**config.mk**
```make
export PLATFORM = sky130hd
export DESIGN_NAME = uart_frame_loader
export DESIGN_NICKNAME = d
export VERILOG_FILES = /design/src/rtl/cnn_pkg.sv /design/src/rtl/rx_timeout_timer.sv /design/src/rtl/uart_frame_loader.sv
export SDC_FILE = /design/constraint.sdc
export NUM_CORES = 1
export LEC_CHECK = 0
export BUFFER_PORTS_ARGS = -buffer_cell sky130_fd_sc_hd__buf_2
export CAP_MARGIN = 40
export CORE_MARGIN = 2
export CORE_UTILIZATION = 36
export CTS_BUF_LIST = sky130_fd_sc_hd__clkbuf_8
export DETAILED_ROUTE_END_ITERATION = 6
export GPL_TIMING_DRIVEN = 0
export PLACE_DENSITY = 0.54
export SYNTH_ARGS = -nofsm -noshare
export SYNTH_HDL_FRONTEND = slang
export SYNTH_HIERARCHICAL = 1
export SYNTH_SLANG_ARGS = --single-unit
```
**constraint.sdc**
```tcl
create_clock -name clk -period 3.7 [get_ports clk]
set_clock_uncertainty 0.1 [all_clocks]
set_input_delay 0.74 -clock clk [delete_from_list [all_inputs] [get_ports clk]]
set_output_delay 0.74 -clock clk [all_outputs]
set_load 0.03 [all_outputs]
```
**src/rtl/cnn_pkg.sv**
```systemverilog
// Shared types and constants for the CNN accelerator input path.
package cnn_pkg;

  typedef enum logic [1:0] {
    IDLE,
    LOAD,
    CHECK,
    DONE
  } loader_state_t;

  typedef enum logic [1:0] {
    ERR_NONE,
    ERR_TIMEOUT,
    ERR_CHECKSUM,
    ERR_BUSY
  } loader_err_t;

  localparam int         IMG_BYTES   = 64;
  localparam logic [7:0] SOF_DEFAULT = 8'h01;

endpackage

```
**src/rtl/rx_timeout_timer.sv**
```systemverilog
// Idle-gap timer for the frame loader. Counts enabled cycles since the last
// clear and flags expiry on the cycle that brings the count to
// TIMEOUT_CYCLES-1, so the owner sees the abort exactly that many idle
// cycles after the last activity.
module rx_timeout_timer #(
  parameter int TIMEOUT_CYCLES = 1_000_000
) (
  input  logic clk,
  input  logic reset,
  input  logic clear,
  input  logic enable,
  output logic expire
);

  localparam int CNT_W = $clog2(TIMEOUT_CYCLES + 1);

  logic [CNT_W-1:0] count;

  // Idle counter: restarts on any activity, advances on each idle cycle.
  always_ff @(posedge clk) begin
    if (reset || clear) begin
      count <= '0;
    end else if (enable) begin
      count <= count + CNT_W'(1);
    end
  end

  // Expiry is only reported on an idle cycle, so a byte arriving in the
  // same cycle always wins over the timeout.
  assign expire = enable && (count == CNT_W'(TIMEOUT_CYCLES - 2));

endmodule

```
**src/rtl/uart_frame_loader.sv**
```systemverilog
// UART frame loader: waits for a start-of-frame byte, then streams the
// following N_BYTES payload bytes into BRAM A and pulses frame_done once the
// last write has landed. Stalled links are aborted by a timeout, and a new
// frame is rejected while the downstream pipeline is still busy.
// Optional build macro FRAME_CHECKSUM_EN adds a trailing checksum byte that
// must bring the mod-256 payload sum to zero before frame_done is issued.
module uart_frame_loader
  import cnn_pkg::*;
#(
  parameter int         N_BYTES        = IMG_BYTES,
  parameter int         ADDR_W         = 6,
  parameter logic [7:0] SOF_BYTE       = SOF_DEFAULT,
  parameter int         TIMEOUT_CYCLES = 1_000_000
) (
  input  logic              clk,
  input  logic              reset,
  input  logic [7:0]        rx_data,
  input  logic              rx_ready,
  input  logic              consumer_busy,
  output logic              wr_en,
  output logic [ADDR_W-1:0] wr_addr,
  output logic [7:0]        wr_data,
  output logic              loading,
  output logic [ADDR_W:0]   byte_count,
  output logic              frame_done,
  output logic              frame_error,
  output logic [1:0]        err_code
);

  localparam logic [ADDR_W:0] BC_LAST = (ADDR_W + 1)'(N_BYTES - 1);
  localparam logic [ADDR_W:0] BC_ONE  = (ADDR_W + 1)'(1);

  loader_state_t     state, state_n;
  logic              wr_en_n;
  logic [ADDR_W-1:0] wr_addr_n;
  logic [7:0]        wr_data_n;
  logic              loading_n;
  logic [ADDR_W:0]   byte_count_n;
  logic              frame_done_n;
  logic              frame_error_n;
  logic [1:0]        err_code_n;
`ifdef FRAME_CHECKSUM_EN
  logic [7:0]        sum, sum_n;
  logic [7:0]        check_total;
`endif

  logic in_frame;
  logic timer_clear;
  logic timer_enable;
  logic timer_expire;

  // The timer only runs inside a frame and restarts on every received byte.
  assign in_frame     = (state == LOAD) || (state == CHECK);
  assign timer_clear  = !in_frame || rx_ready;
  assign timer_enable = in_frame && !rx_ready;

  rx_timeout_timer #(
    .TIMEOUT_CYCLES(TIMEOUT_CYCLES)
  ) u_timer (
    .clk   (clk),
    .reset (reset),
    .clear (timer_clear),
    .enable(timer_enable),
    .expire(timer_expire)
  );

  // State and output registers; every output leaves the block from a flop.
  always_ff @(posedge clk) begin
    if (reset) begin
      state       <= IDLE;
      wr_en       <= 1'b0;
      wr_addr     <= '0;
      wr_data     <= '0;
      loading     <= 1'b0;
      byte_count  <= '0;
      frame_done  <= 1'b0;
      frame_error <= 1'b0;
      err_code    <= ERR_NONE;
`ifdef FRAME_CHECKSUM_EN
      sum         <= '0;
`endif
    end else begin
      state       <= state_n;
      wr_en       <= wr_en_n;
      wr_addr     <= wr_addr_n;
      wr_data     <= wr_data_n;
      loading     <= loading_n;
      byte_count  <= byte_count_n;
      frame_done  <= frame_done_n;
      frame_error <= frame_error_n;
      err_code    <= err_code_n;
`ifdef FRAME_CHECKSUM_EN
      sum         <= sum_n;
`endif
    end
  end

  // Next-state and next-output decode; pulses default low every cycle.
  always_comb begin
    state_n       = state;
    wr_en_n       = 1'b0;
    wr_addr_n     = wr_addr;
    wr_data_n     = wr_data;
    loading_n     = loading;
    byte_count_n  = byte_count;
    frame_done_n  = 1'b0;
    frame_error_n = 1'b0;
    err_code_n    = err_code;
`ifdef FRAME_CHECKSUM_EN
    sum_n         = sum;
    check_total   = sum + rx_data;
`endif

    case (state)
      IDLE: begin
        if (rx_ready && (rx_data == SOF_BYTE)) begin
          if (consumer_busy) begin
            frame_error_n = 1'b1;
            err_code_n    = ERR_BUSY;
          end else begin
            state_n      = LOAD;
            loading_n    = 1'b1;
            byte_count_n = '0;
`ifdef FRAME_CHECKSUM_EN
            sum_n        = '0;
`endif
          end
        end
      end

      LOAD: begin
        if (rx_ready) begin
          wr_en_n      = 1'b1;
          wr_addr_n    = byte_count[ADDR_W-1:0];
          wr_data_n    = rx_data;
          byte_count_n = byte_count + BC_ONE;
`ifdef FRAME_CHECKSUM_EN
          sum_n        = sum + rx_data;
          if (byte_count == BC_LAST) state_n = CHECK;
`else
          if (byte_count == BC_LAST) state_n = DONE;
`endif
        end else if (timer_expire) begin
          state_n       = IDLE;
          loading_n     = 1'b0;
          frame_error_n = 1'b1;
          err_code_n    = ERR_TIMEOUT;
        end
      end

`ifdef FRAME_CHECKSUM_EN
      CHECK: begin
        if (rx_ready) begin
          state_n   = IDLE;
          loading_n = 1'b0;
          if (check_total == 8'h00) begin
            frame_done_n = 1'b1;
          end else begin
            frame_error_n = 1'b1;
            err_code_n    = ERR_CHECKSUM;
          end
        end else if (timer_expire) begin
          state_n       = IDLE;
          loading_n     = 1'b0;
          frame_error_n = 1'b1;
          err_code_n    = ERR_TIMEOUT;
        end
      end
`endif

      // DONE holds for one cycle so the last BRAM write lands before the
      // control unit is told the frame is ready.
      DONE: begin
        state_n      = IDLE;
        loading_n    = 1'b0;
        frame_done_n = 1'b1;
      end

      default: begin
        state_n   = IDLE;
        loading_n = 1'b0;
      end
    endcase
  end

endmodule

```
==> results.cfg <==
[sta]
slew_violations = 0
rsz0062_at_grt = false
fmax_ghz = 0.3829
setup_violations = 0
slew_headroom = 0.5493
period_minus_slack_ns = 2.611
finalHoldViolations = 0
period_share = 0.7058
final.setup.tns_ns = 0
whs_ns = 0.3545
worst_slew_pin_slew_ns = 0.6690

[floorplan]
io_pins = 39
die-width_um = 82.99
fp.coreArea_um2 = 5991
initial_core_util = 0.3749
die_h_um = 82.99
die_area_um2 = 6887
rows = 28

[yosys]
syn_nets = 288
synthDominantCellAreaShare = 0.4368
yosys.area.top_type = dfxtp_1
synthArstFlopShare = 0
syn_area_um2 = 2246
ys_ff_latch = 49
yosysMostFrequentCell = dfxtp_1
synthFlopType = dfxtp_1
synth_cell_types = 42
synth.yosys.warnings = 6
synth_edf_count = 0
yosysSeqAreaShare = 0.4368
syn_area_per_cell_um2 = 8.318
synth_top_cells_by_count = dfxtp_1, nand2_1, a21oi_1, nor2_1, inv_1
syn_inst = 270
ys_top_cells_by_area = dfxtp_1, nand2_1, a21oi_1

[global_route]
track_usage = 0.1555
antenna_found_initial = 0
grt_pass1_wl_mm = 8.859
grt_start_max_net_pins = 14
grt_pass1_vias = 1821
overflow = 0

[clock_tree]
post_cts_resized = 0
cts.sinks = 49
cts_setup_buffers = 0
clock-root-buffer = clkbuf_8
ctsHoldBuffers = 0
cts_buffers = 5
clk_pin_slew_ns = 0.09
cts_tree = done
cts_buffer_depth = 2
clk_latency_ns = 0.29
htree_num_levels = 2

[route]
ant_nets = 0
drtIter0Drc = 66
via_per_inst = 5.144
dr.pass1.iters = 4
vias = 2006
drcViolationCount = 0
wl_per_cell_um = 13.30
drt_wl_total_mm = 5.186

[run]
drv_cap = 0

[power]
p_leak_nw = 0.9884
p_per_area_nw_per_um2 = 346.3
irDropWorstVdd_v = 0.0001829

[worst_setup_path]
path_max_fanout = 8
cp.arrival_ns = 2.70
worst_setup_path_end_kind = flop
start_kind = flop
crit_chain = inv_1 -> ha_1 -> nand2_1 -> inv_1 -> buf_2 -> and3_1 -> nand4_1 -> nor4_1 -> nand2b_1 -> and2_1 -> o21ai_0 -> nor2_1
path_class = reg -> reg
startpoint = state[0]
rr_worst_depth = 12
required_ns = 3.79
critical_path.most_common_cell = inv_1
reg2reg_from = state[0]
max_stage_delay_ns = 0.43
critPathSlowestCell = nor4_1

[placed_design]
place_area_um2 = 2530
io_buffers = 38
dp_cells = 383
hpwl_mm = 3.831
gp_congestion = 0.8233

[cells_and_area]
diodes = 0
nNetsFinal = 333
fill_cells = 640
final_layout_size_suffix_gt1_frac = 0.1873
multi_input_area_um2 = 1157
fin_cells = 390
regArea_um2 = 980.9
stdcell_area_um2 = 2616
syn_to_final_growth_pct = 16.49

[hold_path]
holdPathStages = 2
hold_path_startpoint = wr_addr[1]
holdCritPathClass = reg -> reg

[outcome]
status = completed
==> routing by layer <==
layer	vias up	part of all wire	global-route usage
li1	1046	-	-
met1	922	0.54	0.2326
met2	32	0.42	0.2258
met3	6	0.035	0.03280
met4	0	0.011	0.04024
met5	-	0	0
==> critical path: cells and delay by family (launching register included) <==
kind	cells	cell delay (ns)
compound gates	1	0.21
flops	1	0.37
simple gates	7	1.25
fa+ha+maj	1	0.27
buf+inv	3	0.29
==> final cells by class <==
type | instances | share of cell area
multi-input cells | 195 | 0.4424
flip-flops and latches | 49 | 0.3749
repair buffers | 38 | 0.07269
well taps | 75 | 0.03587
clock buffers | 6 | 0.03156
plain buffers | 12 | 0.02104
inverters | 14 | 0.02009
clock inverters | 1 | 0.001435
==> placed cells by master, fill, tap and decap left out, types with 3 or more instances in the layout <==
cell / n
and3_1: 4
o31ai_1: 4
o21ai_0: 13
clkbuf_8: 6
xor2_1: 6
or3_1: 3
nand3_1: 11
nand4_1: 8
or2_2: 3
dfxtp_1: 49
a21oi_1: 29
nor3_1: 4
nor2_1: 17
ha_1: 6
nand2_1: 41
nor4_1: 7
buf_2: 40
clkbuf_1: 8
xnor2_1: 5
or4_1: 4
inv_1: 15
and2_1: 3
==> sequential cells by signal, summed over array words and instances, names as in the netlist <==
register	count
byte_count	7
err_code	2
frame_done	1
frame_error	1
loading	1
state	2
u_timer/count	20
wr_addr	6
wr_data	8
wr_en	1
==> worst paths after layout <==
check                             endpoint  slack, ns
worst min-delay path            wr_addr[1]       0.35
worst max-delay path               loading       1.09
worst min register to register  wr_addr[1]       0.35
worst max register to register     loading       1.09
==> stage by stage <==
stage	power [W]	util	setup WS, ns
4_1_cts	0.0009187	0.4367	1.020
5_1_grt	0.0009491	0.4367	0.7362
3_3_place_gp	0.0006031	0.4223	0.7685
6_report	0.0009061	0.4367	1.089
2_1_floorplan	0.0005814	-	1.168
3_5_place_dp	0.0006028	0.4223	0.7366
==> kinds of logic (layout without fill, tap and decap cells) <==
family | after synthesis | after routing | synth area share
DFF | 49 | 49 | 0.4368
and+or+nand+nor | 117 | 117 | 0.2702
buffers and inverters | 26 | 71 | 0.04791
AOI/OAI and AO/OA | 60 | 60 | 0.1643
adders and majority gates | 6 | 6 | 0.03343
muxes | 1 | 1 | 0.004457
xor gates and xnor gates | 11 | 11 | 0.04290
==> report_power, final <==
part / switching [W] / internal, W / total, W
clock: 0.000169 / 0.000146 / 0.000315
combinational: 0.0000406 / 0.0000180 / 0.0000586
sequential: 0.00000194 / 0.000530 / 0.000532
Note: power is estimated with default switching activity, not from simulation.
